--- src/rtl/obi_arb_pkg.sv ---
// Shared types and constants for the two-manager OBI SRAM arbiter.
// Latency: n/a (types only); backpressure: n/a.
package obi_arb_pkg;

    typedef logic mgr_id_t;

    localparam int NumMgr       = 2;
    localparam int FifoDepthDef = 2;

endpackage

--- src/rtl/obi_sram_arb_if.sv ---
// Bus bundle between two OBI managers, the arbiter and one SRAM subordinate.
// Latency: n/a (wires only); backpressure: gnt from arbiter, s_gnt from subordinate.
interface obi_sram_arb_if #(
    parameter int AddrW = 32,
    parameter int DataW = 32
);
    import obi_arb_pkg::*;

    localparam int BeW = DataW / 8;

    logic [NumMgr-1:0]                m_req_i;
    logic [NumMgr-1:0]                m_gnt_o;
    logic [NumMgr-1:0][AddrW-1:0]     m_addr_i;
    logic [NumMgr-1:0]                m_we_i;
    logic [NumMgr-1:0][BeW-1:0]       m_be_i;
    logic [NumMgr-1:0][DataW-1:0]     m_wdata_i;
    logic [NumMgr-1:0]                m_rvalid_o;
    logic [DataW-1:0]                 m_rdata_o;

    logic                             s_req_o;
    logic                             s_we_o;
    logic [BeW-1:0]                   s_be_o;
    logic [AddrW-1:0]                 s_addr_o;
    logic [DataW-1:0]                 s_wdata_o;
    logic                             s_gnt_i;
    logic                             s_rvalid_i;
    logic [DataW-1:0]                 s_rdata_i;

    // master: the arbiter's view; slave: the surrounding managers and SRAM
    modport master (
        input  m_req_i, m_addr_i, m_we_i, m_be_i, m_wdata_i,
        input  s_gnt_i, s_rvalid_i, s_rdata_i,
        output m_gnt_o, m_rvalid_o, m_rdata_o,
        output s_req_o, s_we_o, s_be_o, s_addr_o, s_wdata_o
    );

    modport slave (
        output m_req_i, m_addr_i, m_we_i, m_be_i, m_wdata_i,
        output s_gnt_i, s_rvalid_i, s_rdata_i,
        input  m_gnt_o, m_rvalid_o, m_rdata_o,
        input  s_req_o, s_we_o, s_be_o, s_addr_o, s_wdata_o
    );

endinterface

--- src/rtl/obi_arb_id_fifo.sv ---
// In-order FIFO of granted manager IDs used to route SRAM responses back.
// Latency: head valid the cycle after push; backpressure: push ignored when full, pop ignored when empty.
module obi_arb_id_fifo
    import obi_arb_pkg::*;
#(
    parameter int Depth = FifoDepthDef
) (
    input  logic    clk_i,
    input  logic    rst_i,
    input  logic    push,
    input  mgr_id_t push_id,
    input  logic    pop,
    output logic    full,
    output logic    empty,
    output mgr_id_t head
);

    localparam int PtrW = (Depth > 1) ? $clog2(Depth) : 1;
    localparam int CntW = $clog2(Depth + 1);

    mgr_id_t         mem_q [Depth];
    logic [PtrW-1:0] wptr_q;
    logic [PtrW-1:0] rptr_q;
    logic [CntW-1:0] cnt_q;
    logic            do_push;
    logic            do_pop;

    assign full    = (cnt_q == CntW'(Depth));
    assign empty   = (cnt_q == '0);
    assign head    = mem_q[rptr_q];
    assign do_push = push && !full;
    assign do_pop  = pop && !empty;

    // Depth is a power of two, so pointers wrap by natural overflow
    always_ff @(posedge clk_i) begin
        if (rst_i) begin
            wptr_q <= '0;
            rptr_q <= '0;
            cnt_q  <= '0;
        end else begin
            if (do_push) wptr_q <= wptr_q + PtrW'(1);
            if (do_pop)  rptr_q <= rptr_q + PtrW'(1);
            case ({do_push, do_pop})
                2'b10:   cnt_q <= cnt_q + CntW'(1);
                2'b01:   cnt_q <= cnt_q - CntW'(1);
                default: cnt_q <= cnt_q;
            endcase
        end
    end

    always_ff @(posedge clk_i) begin
        if (do_push) mem_q[wptr_q] <= push_id;
    end

endmodule

--- src/rtl/obi_sram_arb.sv ---
// Round-robin arbiter sharing one OBI SRAM port between instruction (0) and data (1) managers.
// Latency: grant combinational, response zero added latency; backpressure: no grant while s_gnt low or ID FIFO full.
module obi_sram_arb
    import obi_arb_pkg::*;
#(
    parameter int AddrW     = 32,
    parameter int DataW     = 32,
    parameter int FifoDepth = FifoDepthDef
) (
    input  logic           clk_i,
    input  logic           rst_i,
    obi_sram_arb_if.master bus,
    output logic           err_o
);

    localparam int BeW = DataW / 8;

    mgr_id_t          last_q;
    mgr_id_t          winner;
    mgr_id_t          head_id;
    logic             any_req;
    logic             s_req;
    logic             xfer;
    logic             fifo_full;
    logic             fifo_empty;
    logic             resp_ok;
    logic [AddrW-1:0] addr_mux;
    logic [DataW-1:0] wdata_mux;
    logic [BeW-1:0]   be_mux;
    logic             we_mux;

    // Under contention the manager not served last wins
    always_comb begin
        winner = 1'b0;
        if (bus.m_req_i[1] && bus.m_req_i[0]) begin
            winner = ~last_q;
        end else if (bus.m_req_i[1]) begin
            winner = 1'b1;
        end
    end

    assign any_req = |bus.m_req_i;
    assign s_req   = any_req && !fifo_full && !rst_i;
    assign xfer    = s_req && bus.s_gnt_i;

    always_comb begin
        bus.m_gnt_o = '0;
        if (xfer) bus.m_gnt_o[winner] = 1'b1;
    end

    assign addr_mux  = bus.m_addr_i[winner];
    assign wdata_mux = bus.m_wdata_i[winner];
    assign be_mux    = bus.m_be_i[winner];
    assign we_mux    = bus.m_we_i[winner];

    assign bus.s_req_o   = s_req;
    assign bus.s_addr_o  = addr_mux;
    assign bus.s_wdata_o = wdata_mux;
    assign bus.s_be_o    = be_mux;
    assign bus.s_we_o    = we_mux;

    always_ff @(posedge clk_i) begin
        if (rst_i) begin
            last_q <= 1'b1;
        end else if (xfer) begin
            last_q <= winner;
        end
    end

    obi_arb_id_fifo #(
        .Depth (FifoDepth)
    ) u_id_fifo (
        .clk_i   (clk_i),
        .rst_i   (rst_i),
        .push    (xfer),
        .push_id (winner),
        .pop     (resp_ok),
        .full    (fifo_full),
        .empty   (fifo_empty),
        .head    (head_id)
    );

    // A response with nothing outstanding is flagged, not routed
    assign resp_ok = bus.s_rvalid_i && !fifo_empty && !rst_i;
    assign err_o   = bus.s_rvalid_i && fifo_empty && !rst_i;

    always_comb begin
        bus.m_rvalid_o = '0;
        if (resp_ok) bus.m_rvalid_o[head_id] = 1'b1;
    end

    assign bus.m_rdata_o = bus.s_rdata_i;

endmodule

--- src/flat_wrapper.sv ---
// flat-port wrapper written by rule: the top's interface ports become plain ports
module obi_sram_arb_flat import obi_arb_pkg::*;
#(
    parameter int AddrW     = 32,
    parameter int DataW     = 32,
    parameter int FifoDepth = FifoDepthDef
)
  (clk_i, rst_i, err_o, bus_m_req_i, bus_m_addr_i, bus_m_we_i, bus_m_be_i, bus_m_wdata_i, bus_s_gnt_i, bus_s_rvalid_i, bus_s_rdata_i, bus_m_gnt_o, bus_m_rvalid_o, bus_m_rdata_o, bus_s_req_o, bus_s_we_o, bus_s_be_o, bus_s_addr_o, bus_s_wdata_o);
  obi_sram_arb_if #(.AddrW(AddrW), .DataW(DataW)) bus_i ();
  input  logic clk_i;
  input  logic rst_i;
  output logic err_o;
  input wire logic [$bits(bus_i.m_req_i)-1:0] bus_m_req_i;
  input wire logic [$bits(bus_i.m_addr_i)-1:0] bus_m_addr_i;
  input wire logic [$bits(bus_i.m_we_i)-1:0] bus_m_we_i;
  input wire logic [$bits(bus_i.m_be_i)-1:0] bus_m_be_i;
  input wire logic [$bits(bus_i.m_wdata_i)-1:0] bus_m_wdata_i;
  input wire logic [$bits(bus_i.s_gnt_i)-1:0] bus_s_gnt_i;
  input wire logic [$bits(bus_i.s_rvalid_i)-1:0] bus_s_rvalid_i;
  input wire logic [$bits(bus_i.s_rdata_i)-1:0] bus_s_rdata_i;
  output wire logic [$bits(bus_i.m_gnt_o)-1:0] bus_m_gnt_o;
  output wire logic [$bits(bus_i.m_rvalid_o)-1:0] bus_m_rvalid_o;
  output wire logic [$bits(bus_i.m_rdata_o)-1:0] bus_m_rdata_o;
  output wire logic [$bits(bus_i.s_req_o)-1:0] bus_s_req_o;
  output wire logic [$bits(bus_i.s_we_o)-1:0] bus_s_we_o;
  output wire logic [$bits(bus_i.s_be_o)-1:0] bus_s_be_o;
  output wire logic [$bits(bus_i.s_addr_o)-1:0] bus_s_addr_o;
  output wire logic [$bits(bus_i.s_wdata_o)-1:0] bus_s_wdata_o;
  assign bus_i.m_req_i = bus_m_req_i;
  assign bus_i.m_addr_i = bus_m_addr_i;
  assign bus_i.m_we_i = bus_m_we_i;
  assign bus_i.m_be_i = bus_m_be_i;
  assign bus_i.m_wdata_i = bus_m_wdata_i;
  assign bus_i.s_gnt_i = bus_s_gnt_i;
  assign bus_i.s_rvalid_i = bus_s_rvalid_i;
  assign bus_i.s_rdata_i = bus_s_rdata_i;
  assign bus_m_gnt_o = bus_i.m_gnt_o;
  assign bus_m_rvalid_o = bus_i.m_rvalid_o;
  assign bus_m_rdata_o = bus_i.m_rdata_o;
  assign bus_s_req_o = bus_i.s_req_o;
  assign bus_s_we_o = bus_i.s_we_o;
  assign bus_s_be_o = bus_i.s_be_o;
  assign bus_s_addr_o = bus_i.s_addr_o;
  assign bus_s_wdata_o = bus_i.s_wdata_o;
  obi_sram_arb #(.AddrW(AddrW), .DataW(DataW), .FifoDepth(FifoDepth)) u_core (.clk_i(clk_i), .rst_i(rst_i), .bus(bus_i), .err_o(err_o));
endmodule
--- config.mk ---
export PLATFORM = sky130hd
export DESIGN_NAME = obi_sram_arb_flat
export DESIGN_NICKNAME = d
export VERILOG_FILES = /design/src/rtl/obi_arb_pkg.sv /design/src/rtl/obi_sram_arb_if.sv /design/src/rtl/obi_arb_id_fifo.sv /design/src/rtl/obi_sram_arb.sv /design/src/flat_wrapper.sv
export SDC_FILE = /design/constraint.sdc
export NUM_CORES = 1
export LEC_CHECK = 0
export CAP_MARGIN = 20
export CORE_AREA = 2 2 109 111
export CTS_CLUSTER_DIAMETER = 50
export DETAILED_ROUTE_END_ITERATION = 10
export DIE_AREA = 0 0 111 113
export PLACE_DENSITY_LB_ADDON = 0.15
export SLEW_MARGIN = 0
export SYNTH_ARGS = -nofsm -noshare
export SYNTH_HDL_FRONTEND = slang
export SYNTH_SLANG_ARGS = --single-unit
--- constraint.sdc ---
create_clock -name clk_i -period 1.8 [get_ports clk_i]
set_clock_uncertainty 0.05 [all_clocks]
set_input_delay 0.36 -clock clk_i [delete_from_list [all_inputs] [get_ports clk_i]]
set_output_delay 0.36 -clock clk_i [all_outputs]
set_load 0.02 [all_outputs]
==> results.sh <==
export IMPL_vias=2017
export IMPL_hold_class="flop to flop"
export IMPL_crit_path_frequent_cell="buf_12"
export IMPL_synth_yosys_seq_area_share_pct=9.81
export IMPL_routedWlPerCell_um=17.3
export IMPL_ys_seq_elements=8
export IMPL_finalCritPeriodShare_pct=113
export IMPL_grt_max_degree=8
export IMPL_cts_max_level=1
export IMPL_crit_path_max_incr_delay_ps=350
export IMPL_required_ps=1390
export IMPL_dp_cells=496
export IMPL_slew_viol_final=0
export IMPL_peakVddDrop_mv=0.264
export IMPL_drv_cap=0
export IMPL_tightest_slew_ps=288
export IMPL_num_rows=39
export IMPL_multiInputGateArea_um2=1300
export IMPL_critical_path_class="flop to output pin"
export IMPL_drive_above_1_share_pct=52.8
export IMPL_netlist_area_leader_share_pct=54.8
export IMPL_die_w_um=111
export IMPL_cts_buffers=3
export IMPL_power_density_nw_per_um2=439
export IMPL_antenna_found_initial=0
export IMPL_crit_chain="a21boi_4, buf_12, buf_12, buf_16, mux2_4, buf_6"
export IMPL_slew_headroom_pct=80.7
export IMPL_via_per_inst=3.89
export IMPL_cp_max_fo=7
export IMPL_ys_warn_count=0
export IMPL_cts_root_buf="clkbuf_16"
export IMPL_grt_usage_pct=13.3
export IMPL_dr_max_layer_used="met4"
export IMPL_first_global_vias=2137
export IMPL_routed_wl_um=8940
export IMPL_hold_buffers=0
export IMPL_syn2layout_area_growth_pct=146
export IMPL_register_area_um2=184
export IMPL_finalSetupViolations=70
export IMPL_grt_first_pass_wirelength_um=12900
export IMPL_rsz0062_at_grt="true"
export IMPL_status="finished, violations left"
export IMPL_hpwlAfterDp_um=7180
export IMPL_reg2reg_slack_ps=110
export IMPL_synth_area_um2=1840
export IMPL_route_detailed_drc=0
export IMPL_fin_cells=518
export IMPL_design_area_um2=4520
export IMPL_crit_buf_inv=4
export IMPL_clock_path_buffers=2
export IMPL_clock_latency_ps=230
export IMPL_fmax_mhz=491
export IMPL_antenna_left=0
export IMPL_yosysMostFrequentCell="mux2_4"
export IMPL_start_util_pct=16.3
export IMPL_p_leak_nw=2.01
export IMPL_syn_area_per_cell_um2=11.9
export IMPL_end_kind="output pin"
export IMPL_cts_tree="built"
export IMPL_core_area_um2=11300
export IMPL_synth_distinct_cells=29
export IMPL_cpLargestDelayFamily="buffers and inverters"
export IMPL_critPathLaunchType="flop"
export IMPL_met1_length_um=3560
export IMPL_synthCells=154
export IMPL_placement_io_buffers=218
export IMPL_hold_viol=0
export IMPL_critPathSlowestCell="dfxtp_4"
export IMPL_drt_iter0_drc=48
export IMPL_n_fill_cell=1126
export IMPL_clock_sinks=8
export IMPL_met2WireLength_um=4380
export IMPL_dieHeight_um=113
export IMPL_first_pass_iters=4
export IMPL_violations="setup timing"
export IMPL_fp_dieArea_um2=12500
export IMPL_period_minus_slack_ps=2040
export IMPL_crit_arrival_ps=1630
export IMPL_io_pins=283
export IMPL_fin_ws_ps=-236
export IMPL_dp_slack_ps=-907
export IMPL_synth_edf_count=2
export IMPL_dpl_cell_area_um2=4020
export IMPL_post_route_util_pct=40.1
export IMPL_synthArstFlopShare_pct=0
export IMPL_yosys_top_cells_count="67 x mux2_4, 32 x buf_4, 8 x buf_12, 8 x nor2_1, 6 x dfxtp_1"
export IMPL_syn_nets=331
export IMPL_n_antenna_cell=0
export IMPL_grt_overflow_total=0
export IMPL_fin_nets=553
export IMPL_yosysTopAreaCell="mux2_4"
export IMPL_yosys_top_cells_area="mux2_4 55%, buf_4 13%, buf_12 8.7%"
export IMPL_synthFlopType="dfxtp_1"
export IMPL_gp_congestion=0.840
export IMPL_path_clk_slew_ps=40
export IMPL_dr_wl_met3_um=813
==> kinds of logic (layout without fill, tap and decap cells) <==
logic type,count (synthesis),count (layout),share of synthesized area (%)
xor gates and xnor gates,2,2,0.954
buffers and inverters,43,264,22.5
adders and majority gates,1,1,0.681
and+or+nand+nor,19,19,5.79
DFF,8,8,9.81
muxes,70,70,56.5
AOI/OAI and AO/OA,11,11,3.75
==> worst min-delay path, delay by kind of cell, from the launching register on <==
kind               cells  cell delay [ps]
DFF                    1              290
AOI/OAI and AO/OA      2              160
==> cells in the final DEF (no fill, tap or decap), types with 2 or more instances in the layout <==
cell type,count
clkdlybuf4s50_1,138
buf_6,76
mux2_4,69
buf_4,19
buf_12,7
nor2_1,6
dfxtp_1,5
buf_8,5
o21ai_0,4
buf_16,4
clkbuf_16,3
buf_2,3
inv_1,2
or3_1,2
a21oi_1,2
dlygate4sd2_1,2
edfxtp_1,2
==> where the power goes <==
group | switching (mW) | internal (mW) | total, mW
clock network | 0.0843 | 0.295 | 0.379
registers | 0.0117 | 0.200 | 0.211
logic | 0.501 | 0.895 | 1.40
==> area by class of cell <==
type | count | area share (%)
Timing Repair Buffer | 258 | 61.4
Multi-Input combinational cell | 103 | 28.7
Sequential cell | 8 | 4.07
Tap cell | 143 | 3.96
Clock buffer | 4 | 1.74
Inverter | 2 | 0.166
==> repair_timing <==
item | CTS | global route
resized for setup | 465 | 21
cloned | 5 | 0
setup buffers | 11 | 4
pin swaps | 3 | 1
endpoints found under the setup margin | 77 | 74
==> stage by stage <==
stage / setup TNS (ps) / hold WS (ps) / power [mW]
floorplan: 0 / 400 / 0.897
global placement: -63680 / 415 / 1.44
detailed placement: -63630 / 432 / 1.44
CTS: -15070 / 455 / 2.00
global route: -16650 / 479 / 2.08
finish: -12750 / 449 / 1.99
==> routing by layer <==
metal | vias up | track usage [%]
met5 | - | 0
met4 | 0 | 3.67
met3 | 10 | 4.02
met2 | 149 | 23.3
met1 | 892 | 15.9
li1 | 966 | -
==> worst paths after layout <==
kind / start / to / cells past startpoint
max: u_core.last_q$_SDFFE_PP1N_ / bus_s_addr_o[30] / 6
min: u_core.u_id_fifo.rptr_q$_SDFFE_PP0P_ / u_core.u_id_fifo.rptr_q$_SDFFE_PP0P_ / 2
max reg2reg: u_core.u_id_fifo.cnt_q[0]$_SDFFE_PP0P_ / u_core.u_id_fifo.cnt_q[1]$_SDFFE_PP0P_ / 6
min reg2reg: u_core.u_id_fifo.rptr_q$_SDFFE_PP0P_ / u_core.u_id_fifo.rptr_q$_SDFFE_PP0P_ / 2
Power figures use the tool's default switching activity.
